$ cat src/rtl/if_id_queue_pkg.sv
// Shared constants and entry layout for the IF->ID decoupling queue.
// Entry = {pc, instr, exc, bd}, 70 bits.
package if_id_queue_pkg;

    localparam logic [4:0]  EXCCODE_NONE = 5'd0;
    localparam logic [4:0]  EXCCODE_ADEL = 5'd4;
    localparam logic [31:0] NOP_WORD     = 32'h0000_0000;
    localparam logic [31:0] RESET_PC     = 32'h0000_3000;
    localparam logic [31:0] HANDLER_PC   = 32'h0000_4180;

    typedef struct packed {
        logic [31:0] pc;
        logic [31:0] instr;
        logic [4:0]  exc;
        logic        bd;
    } entry_t;

    // A faulting fetch must never present a real opcode to decode.
    function automatic entry_t make_entry(input logic [31:0] pc, input logic [31:0] instr,
                                          input logic [4:0] exc, input logic bd);
        entry_t e;
        e.pc    = pc;
        e.instr = (exc != EXCCODE_NONE) ? NOP_WORD : instr;
        e.exc   = exc;
        e.bd    = bd;
        return e;
    endfunction

endpackage

$ cat src/rtl/fifo_mem_2r.sv
// DEPTH x WIDTH register array: one synchronous write port, one combinational read port.
// Deliberately unreset; validity is tracked by the owner's pointers.
module fifo_mem_2r #(
    parameter int  DEPTH = 2,
    parameter int  WIDTH = 70,
    localparam int AW    = $clog2(DEPTH)
) (
    input  logic             clk,
    input  logic             we,
    input  logic [AW-1:0]    waddr,
    input  logic [WIDTH-1:0] wdata,
    input  logic [AW-1:0]    raddr,
    output logic [WIDTH-1:0] rdata
);

    logic [WIDTH-1:0] mem [DEPTH];

    always_ff @(posedge clk) begin
        if (we) mem[waddr] <= wdata;
    end

    assign rdata = mem[raddr];

endmodule

$ cat src/rtl/if_id_queue.sv
// Circular FIFO between fetch and decode, with flush on exception/ERET redirect.
// in_ready depends only on registered occupancy; no bypass from in_* to out_*.
module if_id_queue
    import if_id_queue_pkg::*;
#(
    parameter int  DEPTH = 2,
    localparam int PTR_W = $clog2(DEPTH)
) (
    input  logic             clk,
    input  logic             rst_n,
    input  logic             req,
    input  logic             in_valid,
    input  logic [31:0]      in_pc,
    input  logic [31:0]      in_instr,
    input  logic [4:0]       in_exc,
    input  logic             in_bd,
    output logic             in_ready,
    output logic             out_valid,
    output logic [31:0]      out_pc,
    output logic [31:0]      out_instr,
    output logic [4:0]       out_exc,
    output logic             out_bd,
    input  logic             out_ready,
    output logic [PTR_W:0]   count
);

    localparam logic [PTR_W:0] FULL = (PTR_W + 1)'(DEPTH);

    logic [PTR_W-1:0] rd_ptr, wr_ptr;
    logic [PTR_W:0]   occ;
    logic             push, pop;
    entry_t           wr_ent, rd_ent;

    assign in_ready  = (occ != FULL);
    assign out_valid = (occ != '0);
    assign push      = in_valid & in_ready;
    assign pop       = out_valid & out_ready;
    assign count     = occ;
    assign wr_ent    = make_entry(in_pc, in_instr, in_exc, in_bd);

    fifo_mem_2r #(
        .DEPTH (DEPTH),
        .WIDTH ($bits(entry_t))
    ) u_mem (
        .clk   (clk),
        .we    (push & rst_n & ~req),
        .waddr (wr_ptr),
        .wdata (wr_ent),
        .raddr (rd_ptr),
        .rdata (rd_ent)
    );

    // Pointers wrap for free because DEPTH is a power of two.
    always_ff @(posedge clk) begin
        if (!rst_n) begin
            rd_ptr <= '0;
            wr_ptr <= '0;
            occ    <= '0;
        end else if (req) begin
            rd_ptr <= '0;
            wr_ptr <= '0;
            occ    <= '0;
        end else begin
            case ({push, pop})
                2'b11: begin
                    wr_ptr <= wr_ptr + PTR_W'(1);
                    rd_ptr <= rd_ptr + PTR_W'(1);
                end
                2'b10: begin
                    wr_ptr <= wr_ptr + PTR_W'(1);
                    occ    <= occ + (PTR_W + 1)'(1);
                end
                2'b01: begin
                    rd_ptr <= rd_ptr + PTR_W'(1);
                    occ    <= occ - (PTR_W + 1)'(1);
                end
                default: ;
            endcase
        end
    end

    // Empty queue presents a NOP bubble to decode.
    always_comb begin
        out_pc    = '0;
        out_instr = '0;
        out_exc   = '0;
        out_bd    = 1'b0;
        if (out_valid) begin
            out_pc    = rd_ent.pc;
            out_instr = rd_ent.instr;
            out_exc   = rd_ent.exc;
            out_bd    = rd_ent.bd;
        end
    end

endmodule

$ cat config.mk
export PLATFORM = sky130hd
export DESIGN_NAME = if_id_queue
export DESIGN_NICKNAME = d
export VERILOG_FILES = /design/src/rtl/if_id_queue_pkg.sv /design/src/rtl/fifo_mem_2r.sv /design/src/rtl/if_id_queue.sv
export SDC_FILE = /design/constraint.sdc
export NUM_CORES = 1
export LEC_CHECK = 0
export ABC_AREA = 1
export CAP_MARGIN = 25
export CORE_MARGIN = 2
export CORE_UTILIZATION = 60
export CTS_CLUSTER_DIAMETER = 120
export CTS_CLUSTER_SIZE = 10
export DETAILED_ROUTE_END_ITERATION = 10
export DONT_BUFFER_PORTS = 1
export GPL_TIMING_DRIVEN = 0
export MAX_ROUTING_LAYER = met4
export PLACE_DENSITY = 0.84
export SETUP_SLACK_MARGIN = 0.1
export SYNTH_ARGS = -nofsm -noshare
export SYNTH_HDL_FRONTEND = slang
export SYNTH_SLANG_ARGS = --single-unit
$ cat constraint.sdc
create_clock -name clk -period 6 [get_ports clk]
set_clock_uncertainty 0.1 [all_clocks]
set_input_delay 0.3 -clock clk [delete_from_list [all_inputs] [get_ports clk]]
set_output_delay 0.3 -clock clk [all_outputs]
set_load 0.03 [all_outputs]
==> flow_metrics.env <==
export IMPL_pwr_share_clk=0.423
export IMPL_status="finished clean"
export IMPL_clock_sinks=145
export IMPL_synth_top_cell_area_share=0.724
export IMPL_cts_made_buffers=17
export IMPL_ir_worst_vdd_mv=0.194
export IMPL_grt_max_degree=35
export IMPL_rsz0062_at_grt="false"
export IMPL_dpl_cell_area_um2=6070
export IMPL_clock_root_buffer="clkbuf_8"
export IMPL_fill_cells=548
export IMPL_place_ws_ns=3.57
export IMPL_synth_ff_type="edfxtp_1"
export IMPL_hold_viol=0
export IMPL_synth_edf_count=140
export IMPL_tritoncts="done"
export IMPL_finalPower_mw=2.30
export IMPL_p_int_mw=1.78
export IMPL_n_antenna_cell=0
export IMPL_clockBufferDepth=2
export IMPL_crit_end="out_instr[6]"
export IMPL_path_depth=3
export IMPL_crit_fanout=10
export IMPL_cts_setup_buffers=0
export IMPL_arrival_ns=2.21
export IMPL_critPathSlowestCell="dfxtp_1"
export IMPL_multiInputGateArea_um2=1180
export IMPL_grt_pass1_wl_mm=18.9
export IMPL_period_needed_ns=2.61
export IMPL_synthTopCellsByArea="edfxtp_1, nand2_1, a21oi_1, inv_1, nor2_1"
export IMPL_required_ns=5.60
export IMPL_fin_nets=660
export IMPL_end_kind="output port"
export IMPL_whs_ns=0.0310
export IMPL_area_delta_synth_final_pct=26.6
export IMPL_place_congestion=0.714
export IMPL_switchingPower_mw=0.527
export IMPL_fin_util=0.788
export IMPL_tightestPinTransition_ns=0.784
export IMPL_hold_path_class="in2reg"
export IMPL_setup_violations_final=0
export IMPL_post_route_period_util=0.435
export IMPL_cts_resized=0
export IMPL_max_stage_delay_ns=0.65
export IMPL_dp_hpwl_mm=7.57
export IMPL_antenna_found_initial=0
export IMPL_start_kind="flip-flop"
export IMPL_async_flop_share=0
export IMPL_use_met3=0.0739
export IMPL_fmax_mhz=383
export IMPL_dr_pass1_iters=5
export IMPL_reg2reg_to="u_mem.mem[1][7]"
export IMPL_yosysSeqAreaShare=0.741
export IMPL_grt_pass1_vias=3860
export IMPL_stdcell_area_um2=7350
export IMPL_crit_chain="nor2_4, buf_2, a21oi_1"
export IMPL_wl_per_cell_um=17.7
export IMPL_ys_types=17
export IMPL_drt_iter0_markers=155
export IMPL_syn_avg_cell_area_um2=11.9
export IMPL_fin_ws_ns=3.39
export IMPL_final_max_slew_viol_count=0
export IMPL_yosysWarnings=0
export IMPL_seqCellArea_um2=4300
export IMPL_synth_most_common_cell="nand2_1"
export IMPL_r2r_slack_ns=3.56
export IMPL_path_clk_slew_ns=0.06
export IMPL_die_area_um2=10500
export IMPL_start_util=0.622
export IMPL_yosysTopAreaCell="edfxtp_1"
export IMPL_cp_top_family="flip-flops"
export IMPL_row_count=35
export IMPL_swShare=0.229
export IMPL_die_w_um=102
export IMPL_power_frac_comb=0.084
export IMPL_core_area_um2=9330
export IMPL_grt_util_met2=0.434
export IMPL_r2r_cells=5
export IMPL_grt_ovfl_total=0
export IMPL_instances_no_fill=724
export IMPL_worstSetupStartpoint="count[1]"
export IMPL_syn_cell_area_um2=5810
export IMPL_clock_latency_ns=0.50
export IMPL_grt_use_total=0.254
export IMPL_routed_wl_mm=12.8
export IMPL_fp_dieH_um=102
export IMPL_synth_fp_nets=565
export IMPL_drtAntennaViolNets=0
export IMPL_pin_count=149
export IMPL_portBuffers=0
export IMPL_powerDensity_nw_per_um2=313
export IMPL_critPathKind="reg2out"
export IMPL_viasPerCell=5.36
export IMPL_synth_seq_cells=145
export IMPL_max_cap_viol_count=0
export IMPL_relSlewSlack=0.479
export IMPL_placed_cells=620
export IMPL_fin_setup_tns_ns=0
export IMPL_synth_common_cells="nand2_1, edfxtp_1, a21oi_1"
export IMPL_drc=0
export IMPL_grt_use_met1=0.284
export IMPL_critPathBufInv=1
export IMPL_sequentialPowerShare=0.493
export IMPL_busiest_layer="met2"
export IMPL_p_leak_nw=2.87
export IMPL_drive_gt1_frac=0.106
export IMPL_vias=3883
export IMPL_htree_levels=4
export IMPL_netlist_instances=487
export IMPL_worstReg2RegStart="count[0]"
==> logic make-up (layout without fill, tap and decap cells) <==
group,Yosys count,count (layout),synth area share
adder cells (fa/ha/maj),3,3,0.00647
AND/OR/NAND/NOR,194,194,0.128
buffers and inverters,69,177,0.0575
AO/OA/AOI/OAI,76,76,0.0666
flip-flops,145,145,0.741
==> timing repair <==
item,in CTS,in global routing
setup endpoints to repair,0,0
hold buffers,72,0
hold endpoints to repair,145,0
==> metal layers <==
layer,vias to the layer above,wire length [um]
met3,23,925
met4,0,273
li1,1831,-
met5,-,0
met1,1863,4900
met2,166,6690
==> registers in the layout, indices dropped and copies added, names as in the netlist, named ones only <==
register   cells
rd_ptr         1
wr_ptr         1
count          2
u_mem.mem    140
==> power by group through the flow <==
| stage | registers, mW | logic, mW | clock network (mW) |
|---|---|---|---|
| after floorplan | 1.16 | 0.121 | 0 |
| after global placement | 1.16 | 0.142 | 0 |
| after detailed placement | 1.16 | 0.149 | 0 |
| after global routing | 1.14 | 0.207 | 1.03 |
| after CTS | 1.14 | 0.192 | 0.984 |
| final | 1.14 | 0.193 | 0.975 |
==> how the worst min path moves through the flow <==
stage,from,end,slack [ns],cells after the start
CTS,out_ready,flip-flop,0.009,4
global placement,in_bd,u_mem.mem[0][0],0.30,0
global route,out_ready,flip-flop,0.04,5
floorplan,in_bd,u_mem.mem[0][0],0.30,0
finish,out_ready,flip-flop,0.03,4
detailed placement,in_pc[22],u_mem.mem[0][60],0.30,0
==> cells in the final DEF, fill, tap and decap left out <==
cell type and count:
buf_16 1, nor2_4 3, ha_1 3, buf_6 7
inv_6 2, a21oi_1 73, inv_1 43, nor2_1 38
clkinv_2 1, clkbuf_16 16, nor3_1 1, clkinvlp_4 4
edfxtp_1 140, dfxtp_1 5, dlygate4sd3_1 72, buf_2 18
nand3_1 1, clkbuf_8 1, bufinv_16 2, nor2_2 1
clkinv_1 2, a21boi_2 1, o21ai_0 2, clkbuf_1 2
clkinv_4 2, buf_12 3, nand4_1 1, inv_2 1
nand2_1 149
==> worst reg2reg max path, stage by stage (launching register included) <==
cell	delay, ns
dfxtp_1	0.59
inv_1	0.18
a21boi_2	0.23
nand2_1	0.18
nor2_4	0.53
buf_12	0.29
==> final cells by class <==
type | count | share of cell area
sequential | 145 | 0.586
clock buffer | 19 | 0.0574
buffer | 25 | 0.0230
tap | 129 | 0.0220
multi-input combinational | 273 | 0.161
timing repair buffer | 76 | 0.110
clock inverter | 13 | 0.0187
inverter | 44 | 0.0225
Note: power is estimated with default switching activity, not from simulation.
